## config.mk

```make
export PLATFORM = sky130hd
export DESIGN_NAME = seg_capture_decoder
export DESIGN_NICKNAME = d
export VERILOG_FILES = /design/src/rtl/seg_pkg.sv /design/src/rtl/seg7_decode.sv /design/src/rtl/seg_capture_decoder.sv
export SDC_FILE = /design/constraint.sdc
export NUM_CORES = 1
export LEC_CHECK = 0
export CELL_PAD_IN_SITES_DETAIL_PLACEMENT = 1
export CELL_PAD_IN_SITES_GLOBAL_PLACEMENT = 2
export CORE_UTILIZATION = 33
export DETAILED_ROUTE_END_ITERATION = 10
export GPL_ROUTABILITY_DRIVEN = 0
export GPL_TIMING_DRIVEN = 0
export PLACE_DENSITY_LB_ADDON = 0.1
export SYNTH_ARGS = -nofsm -noshare
export SYNTH_HDL_FRONTEND = slang
export SYNTH_SLANG_ARGS = --single-unit
```

## constraint.sdc

```tcl
create_clock -name clk -period 2.2 [get_ports clk]
set_input_delay 0.44 -clock clk [delete_from_list [all_inputs] [get_ports clk]]
set_output_delay 0.44 -clock clk [all_outputs]
set_load 0.005 [all_outputs]
```

## src/rtl/seg_pkg.sv

```systemverilog
// seg_pkg: segment codes, FSM state encoding and digit count shared by the capture decoder.
`default_nettype none

package seg_pkg;

  localparam int NUM_DIGITS_C = 4;

  // Active-low codes on seg_in[7:1] = {a,b,c,d,e,f,g}
  localparam logic [6:0] SEG_0     = 7'b0000001;
  localparam logic [6:0] SEG_1     = 7'b1001111;
  localparam logic [6:0] SEG_2     = 7'b0010010;
  localparam logic [6:0] SEG_3     = 7'b0000110;
  localparam logic [6:0] SEG_4     = 7'b1001100;
  localparam logic [6:0] SEG_5     = 7'b0100100;
  localparam logic [6:0] SEG_6     = 7'b0100000;
  localparam logic [6:0] SEG_7     = 7'b0001101;
  localparam logic [6:0] SEG_8     = 7'b0000000;
  localparam logic [6:0] SEG_9     = 7'b0000100;
  localparam logic [6:0] SEG_BLANK = 7'b1111111;

  typedef enum logic [1:0] {
    IDLE  = 2'd0,
    TRACK = 2'd1,
    HELD  = 2'd2
  } state_t;

endpackage

`default_nettype wire

```

## src/rtl/seg7_decode.sv

```systemverilog
// seg7_decode: combinational map from an active-low 7-segment pattern to {bcd, blank, err}.
`default_nettype none

module seg7_decode
  import seg_pkg::*;
(
  input  logic [6:0] seg,
  output logic [3:0] bcd,
  output logic       blank,
  output logic       err
);

  always_comb begin
    bcd   = 4'hF;
    blank = 1'b0;
    err   = 1'b0;
    case (seg)
      SEG_0:     bcd = 4'd0;
      SEG_1:     bcd = 4'd1;
      SEG_2:     bcd = 4'd2;
      SEG_3:     bcd = 4'd3;
      SEG_4:     bcd = 4'd4;
      SEG_5:     bcd = 4'd5;
      SEG_6:     bcd = 4'd6;
      SEG_7:     bcd = 4'd7;
      SEG_8:     bcd = 4'd8;
      SEG_9:     bcd = 4'd9;
      SEG_BLANK: blank = 1'b1;
      default:   err = 1'b1;
    endcase
  end

endmodule

`default_nettype wire

```

## src/rtl/seg_capture_decoder.sv

```systemverilog
// seg_capture_decoder: debounces a multiplexed 7-segment bus and captures each digit as BCD.
// Optional macro SEG_CAPTURE_DP_EN enables per-digit decimal-point capture.
`default_nettype none

module seg_capture_decoder
  import seg_pkg::*;
#(
  parameter int STABLE_CYCLES = 4,
  parameter int NUM_DIGITS    = NUM_DIGITS_C
) (
  input  logic                    clk,
  input  logic                    rst,
  input  logic [7:0]              seg_in,
  input  logic [NUM_DIGITS-1:0]   digit_en,
  output logic [4*NUM_DIGITS-1:0] bcd_out,
  output logic [NUM_DIGITS-1:0]   dp_out,
  output logic [NUM_DIGITS-1:0]   blank,
  output logic [NUM_DIGITS-1:0]   err,
  output logic                    frame_valid
);

`ifdef SEG_CAPTURE_DP_EN
  localparam logic [7:0] CMP_MASK = 8'hFF;
`else
  localparam logic [7:0] CMP_MASK = 8'hFE;
`endif
  localparam logic [7:0]            CNT_LAST  = 8'(STABLE_CYCLES - 1);
  localparam logic [7:0]            CNT_FULL  = 8'(STABLE_CYCLES);
  localparam logic [NUM_DIGITS-1:0] MASK_FULL = {NUM_DIGITS{1'b1}};

  logic [7:0]            seg_q, seg_p;
  logic [NUM_DIGITS-1:0] en_q, en_p;
  state_t                state, state_nxt;
  logic [7:0]            cnt, cnt_nxt;
  logic                  capture;
  logic [NUM_DIGITS-1:0] mask;
  logic                  one_hot, same;
  logic [3:0]            dec_bcd;
  logic                  dec_blank, dec_err;

  assign one_hot = (en_q != '0) && ((en_q & (en_q - 1'b1)) == '0);
  assign same    = (((seg_q ^ seg_p) & CMP_MASK) == 8'h00) && (en_q == en_p);

  // seg_p/en_p hold the previous sample so stability is judged on registered data only
  always_ff @(posedge clk) begin
    if (rst) begin
      seg_q <= '0;
      seg_p <= '0;
      en_q  <= '0;
      en_p  <= '0;
    end else begin
      seg_q <= seg_in;
      seg_p <= seg_q;
      en_q  <= digit_en;
      en_p  <= en_q;
    end
  end

  always_ff @(posedge clk) begin
    if (rst) begin
      state <= IDLE;
      cnt   <= '0;
    end else begin
      state <= state_nxt;
      cnt   <= cnt_nxt;
    end
  end

  always_comb begin
    state_nxt = state;
    cnt_nxt   = cnt;
    capture   = 1'b0;
    case (state)
      IDLE: begin
        if (one_hot) begin
          state_nxt = TRACK;
          cnt_nxt   = 8'd1;
        end else begin
          cnt_nxt = 8'd0;
        end
      end
      TRACK: begin
        if (!one_hot) begin
          state_nxt = IDLE;
          cnt_nxt   = 8'd0;
        end else if (!same) begin
          cnt_nxt = 8'd1;
        end else if (cnt == CNT_LAST) begin
          state_nxt = HELD;
          cnt_nxt   = CNT_FULL;
          capture   = 1'b1;
        end else begin
          cnt_nxt = cnt + 8'd1;
        end
      end
      HELD: begin
        if (!one_hot) begin
          state_nxt = IDLE;
          cnt_nxt   = 8'd0;
        end else if (!same) begin
          state_nxt = TRACK;
          cnt_nxt   = 8'd1;
        end
      end
      default: begin
        state_nxt = IDLE;
        cnt_nxt   = 8'd0;
      end
    endcase
  end

  seg7_decode u_dec (
    .seg   (seg_q[7:1]),
    .bcd   (dec_bcd),
    .blank (dec_blank),
    .err   (dec_err)
  );

  always_ff @(posedge clk) begin
    if (rst) begin
      bcd_out <= '1;
      blank   <= '1;
      err     <= '0;
    end else if (capture) begin
      for (int i = 0; i < NUM_DIGITS; i++) begin
        if (en_q[i]) begin
          bcd_out[4*i +: 4] <= dec_bcd;
          blank[i]          <= dec_blank;
          err[i]            <= dec_err;
        end
      end
    end
  end

`ifdef SEG_CAPTURE_DP_EN
  always_ff @(posedge clk) begin
    if (rst) begin
      dp_out <= '0;
    end else if (capture) begin
      for (int i = 0; i < NUM_DIGITS; i++) begin
        if (en_q[i]) dp_out[i] <= ~seg_q[0];
      end
    end
  end
`else
  assign dp_out = '0;
`endif

  // A full mask clears on the pulse edge, while a same-edge capture still lands in it
  always_ff @(posedge clk) begin
    if (rst) begin
      mask        <= '0;
      frame_valid <= 1'b0;
    end else begin
      frame_valid <= (mask == MASK_FULL);
      mask        <= ((mask == MASK_FULL) ? '0 : mask) | (capture ? en_q : '0);
    end
  end

endmodule

`default_nettype wire
```

==> metrics.csv <==
stage,metric,value,unit
clocking,cts_tree,built,
critical_path,path_class,reg2reg,
synth,synth_common_cells,"dfxtp_1 (61), nor2_1 (34), mux2i_1 (23)",
critical_path,worstSetupStartpointType,register,
global_routing,grt_overflow_total,0,
power,power,0.002389,W
route,wl_per_cell,15.06,um
global_routing,antenna_found_initial,0,
floorplanning,die_w,94.28,um
placement,post-place-ws,-0.04183,ns
clocking,clockBufferDepth,2,
power,ir_drop,0.0002653,V
final_layout,n_antenna_cell,0,
synth,synth.avg_cell_area,9.462,sq um
sta,final.period_utilization,0.9362,
clocking,root_buffer,clkbuf_8,
floorplanning,ios,43,
global_routing,grt_usage,0.1691,
final_layout,fin_nets,365,
synth,ys_async_sr_fraction,0,
synth,synth_top_area_frac,0.4346,
floorplanning,fp.coreArea,0.008217,sq mm
sta,rsz0062_at_grt,false,
floorplanning,start_util,0.3420,
power,p_leak,1.325,nW
synth,synth_top_area_cell,dfxtp_1,
sta,drv_slew,0,
synth,synthDistinctLibCells,54,
clocking,clock_sinks,61,
synth,synth_edf_count,0,
synth,syn_inst,297,
synth,synth_most_common_cell,dfxtp_1,
synth,synth_seq_cells,61,
floorplanning,die_y,94.28,um
min_path,hold_class,reg2reg,
sta,finalClockSkew,0.008379,ns
sta,period_minus_slack,2.060,ns
status,status,"complete, no violations",
clocking,clk_pin_slew,0.07,ns
route,dr.pass1.iters,3,
route,avgViaCountPerCell,4.961,
placement,numPortBuffers,37,
clocking,postCtsHoldBufs,0,
synth,ys_warn_count,0,
sta,tns,0,ns
clocking,h-tree-depth,3,
synth,ys_seq_area_frac,0.4346,
sta,worst_pin_slew,0.6235,ns
global_routing,grt_pass1_wl,11170,um
route,first_iter_violations,33,
sta,slew_headroom,0.5843,
sta,worst_slack,0.1403,ns
route,drc,0,
final_layout,syn_to_final_growth,27.12,%
power,power_density,668.9,mW/mm^2
sta,setup_viol,0,
sta,hold_viol,0,
placement,dpl.hpwl,4987,um
critical_path,arrival,2.26,ns
synth,synth_flop_cell,dfxtp_1,
clocking,cts_made_buffers,9,
synth,syn-cell-area,0.002810,sq mm
global_routing,first_global_vias,2238,
critical_path,crit_required,2.40,ns
synth,yosys-top-cells-area,"dfxtp_1 (43%), mux2i_1 (8.2%), nor2b_1 (4.7%), xnor2_1 (4.7%), nor2_1 (4.5%)",
global_routing,grt_start_max_net_pins,11,
floorplanning,dieArea,0.008889,sq mm
critical_path,critical_path.max_fanout,7,
route,finalWirelength,6913,um
route,num_vias,2277,
sta,fmax,485.5,MHz
floorplanning,rows,33,
final_layout,layout-drive-gt1-share,0.1497,
clocking,insertion_delay,0.34,ns
flow_run,cap_violations,0,
route,ant_nets,0,
critical_path,endpoint_kind,register,
metal layers:
layer,GRT usage,part of all wire,vias up
met5,0,0,-
met1,0.2089,0.48,1104
met4,0.06538,0.015,0
met2,0.2790,0.48,26
li1,-,-,1138
met3,0.04369,0.025,9
per-stage QoR:
| stage | instances | hold slack [ns] | util | area, sq um |
|---|---|---|---|---|
| after floorplan | 300 | 0.4362 | - | 2821 |
| after global placement | 442 | 0.4489 | 0.4044 | 3323 |
| after detailed placement | 442 | 0.4554 | 0.4044 | 3323 |
| after CTS | 459 | 0.4649 | 0.4305 | 3537 |
| after global routing | 459 | 0.4903 | 0.4348 | 3572 |
| final | 459 | 0.4600 | 0.4348 | 3572 |
where the power goes:
group / leakage (nW) / switching [W] / internal [W]
Combinational: 0.726 / 0.000133 / 0.000104
Sequential: 0.498 / 0.0000165 / 0.00113
Clock: 0.101 / 0.000436 / 0.000574
Total: 1.33 / 0.000585 / 0.00180
registers in the layout, summed over array words and instances (netlist names):
register     flops
bcd_out         16
cnt              8
seg_p            7
seg_q            7
blank            4
en_p             4
en_q             4
err              4
mask             4
state            2
frame_valid      1
area by class of cell:
class,count,area (sq um)
inverters,3,11.26
repair buffers,39,385.4
clock buffers,11,151.4
fillers,927,4644
well taps,105,131.4
multi-input cells,213,1469
flip-flops and latches,61,1222
plain buffers,23,153.9
clock inverters,4,47.55
kinds of logic (layout without fill, tap and decap cells):
kind of cell,Yosys count,after routing,synth area share
simple gates,129,129,0.2725
flops,61,61,0.4345
compound gates,39,39,0.09350
buf+inv,26,80,0.05876
mux,23,23,0.08192
xor+xnor,17,17,0.05299
fa+ha+maj,1,1,0.004452
other cells,1,4,0.001334
worst max-delay path, stage by stage, from the launching register on:
cell     delay (ns)
dfxtp_1        0.36
ha_2           0.23
or4b_4         0.49
nor3_4         0.16
buf_4          0.18
nand4_2        0.29
mux2i_1        0.20
what timing repair did:
item,in CTS,in global routing
setup buffers,2,0
endpoints found under the setup margin,18,23
gates resized for setup,0,7
pin swaps,1,2
gates cloned,0,0
layout by cell type (no fill, tap or decap), types with 3 or more instances in the layout:
cell and instances:
mux2i_1 23, a21oi_1 14, a41oi_1 3, clkdlybuf4s50_1 37, nand3_1 13, buf_6 4
buf_4 8, conb_1 4, and2_1 3, inv_1 3, nand2_1 10, xnor2_1 15
nand4_1 8, nor2_1 34, and3_1 4, o21ai_0 7, dfxtp_1 60, clkbuf_1 6
nor2b_1 21, or3_1 4, buf_2 3, nand2b_1 5, a311oi_1 3, nor3_1 6
clkbuf_8 12, nand3b_1 3
path summary, 6_finish.rpt:
| kind | slack, ns | from | end | depth (start not counted) |
|---|---|---|---|---|
| max | 0.14 | cnt[1] | bcd_out[12] | 6 |
| min | 0.46 | mask[3] | mask[3] | 2 |
| max reg2reg | 0.14 | cnt[1] | bcd_out[12] | 6 |
| min reg2reg | 0.46 | mask[3] | mask[3] | 2 |
Power figures use the tool's default switching activity.
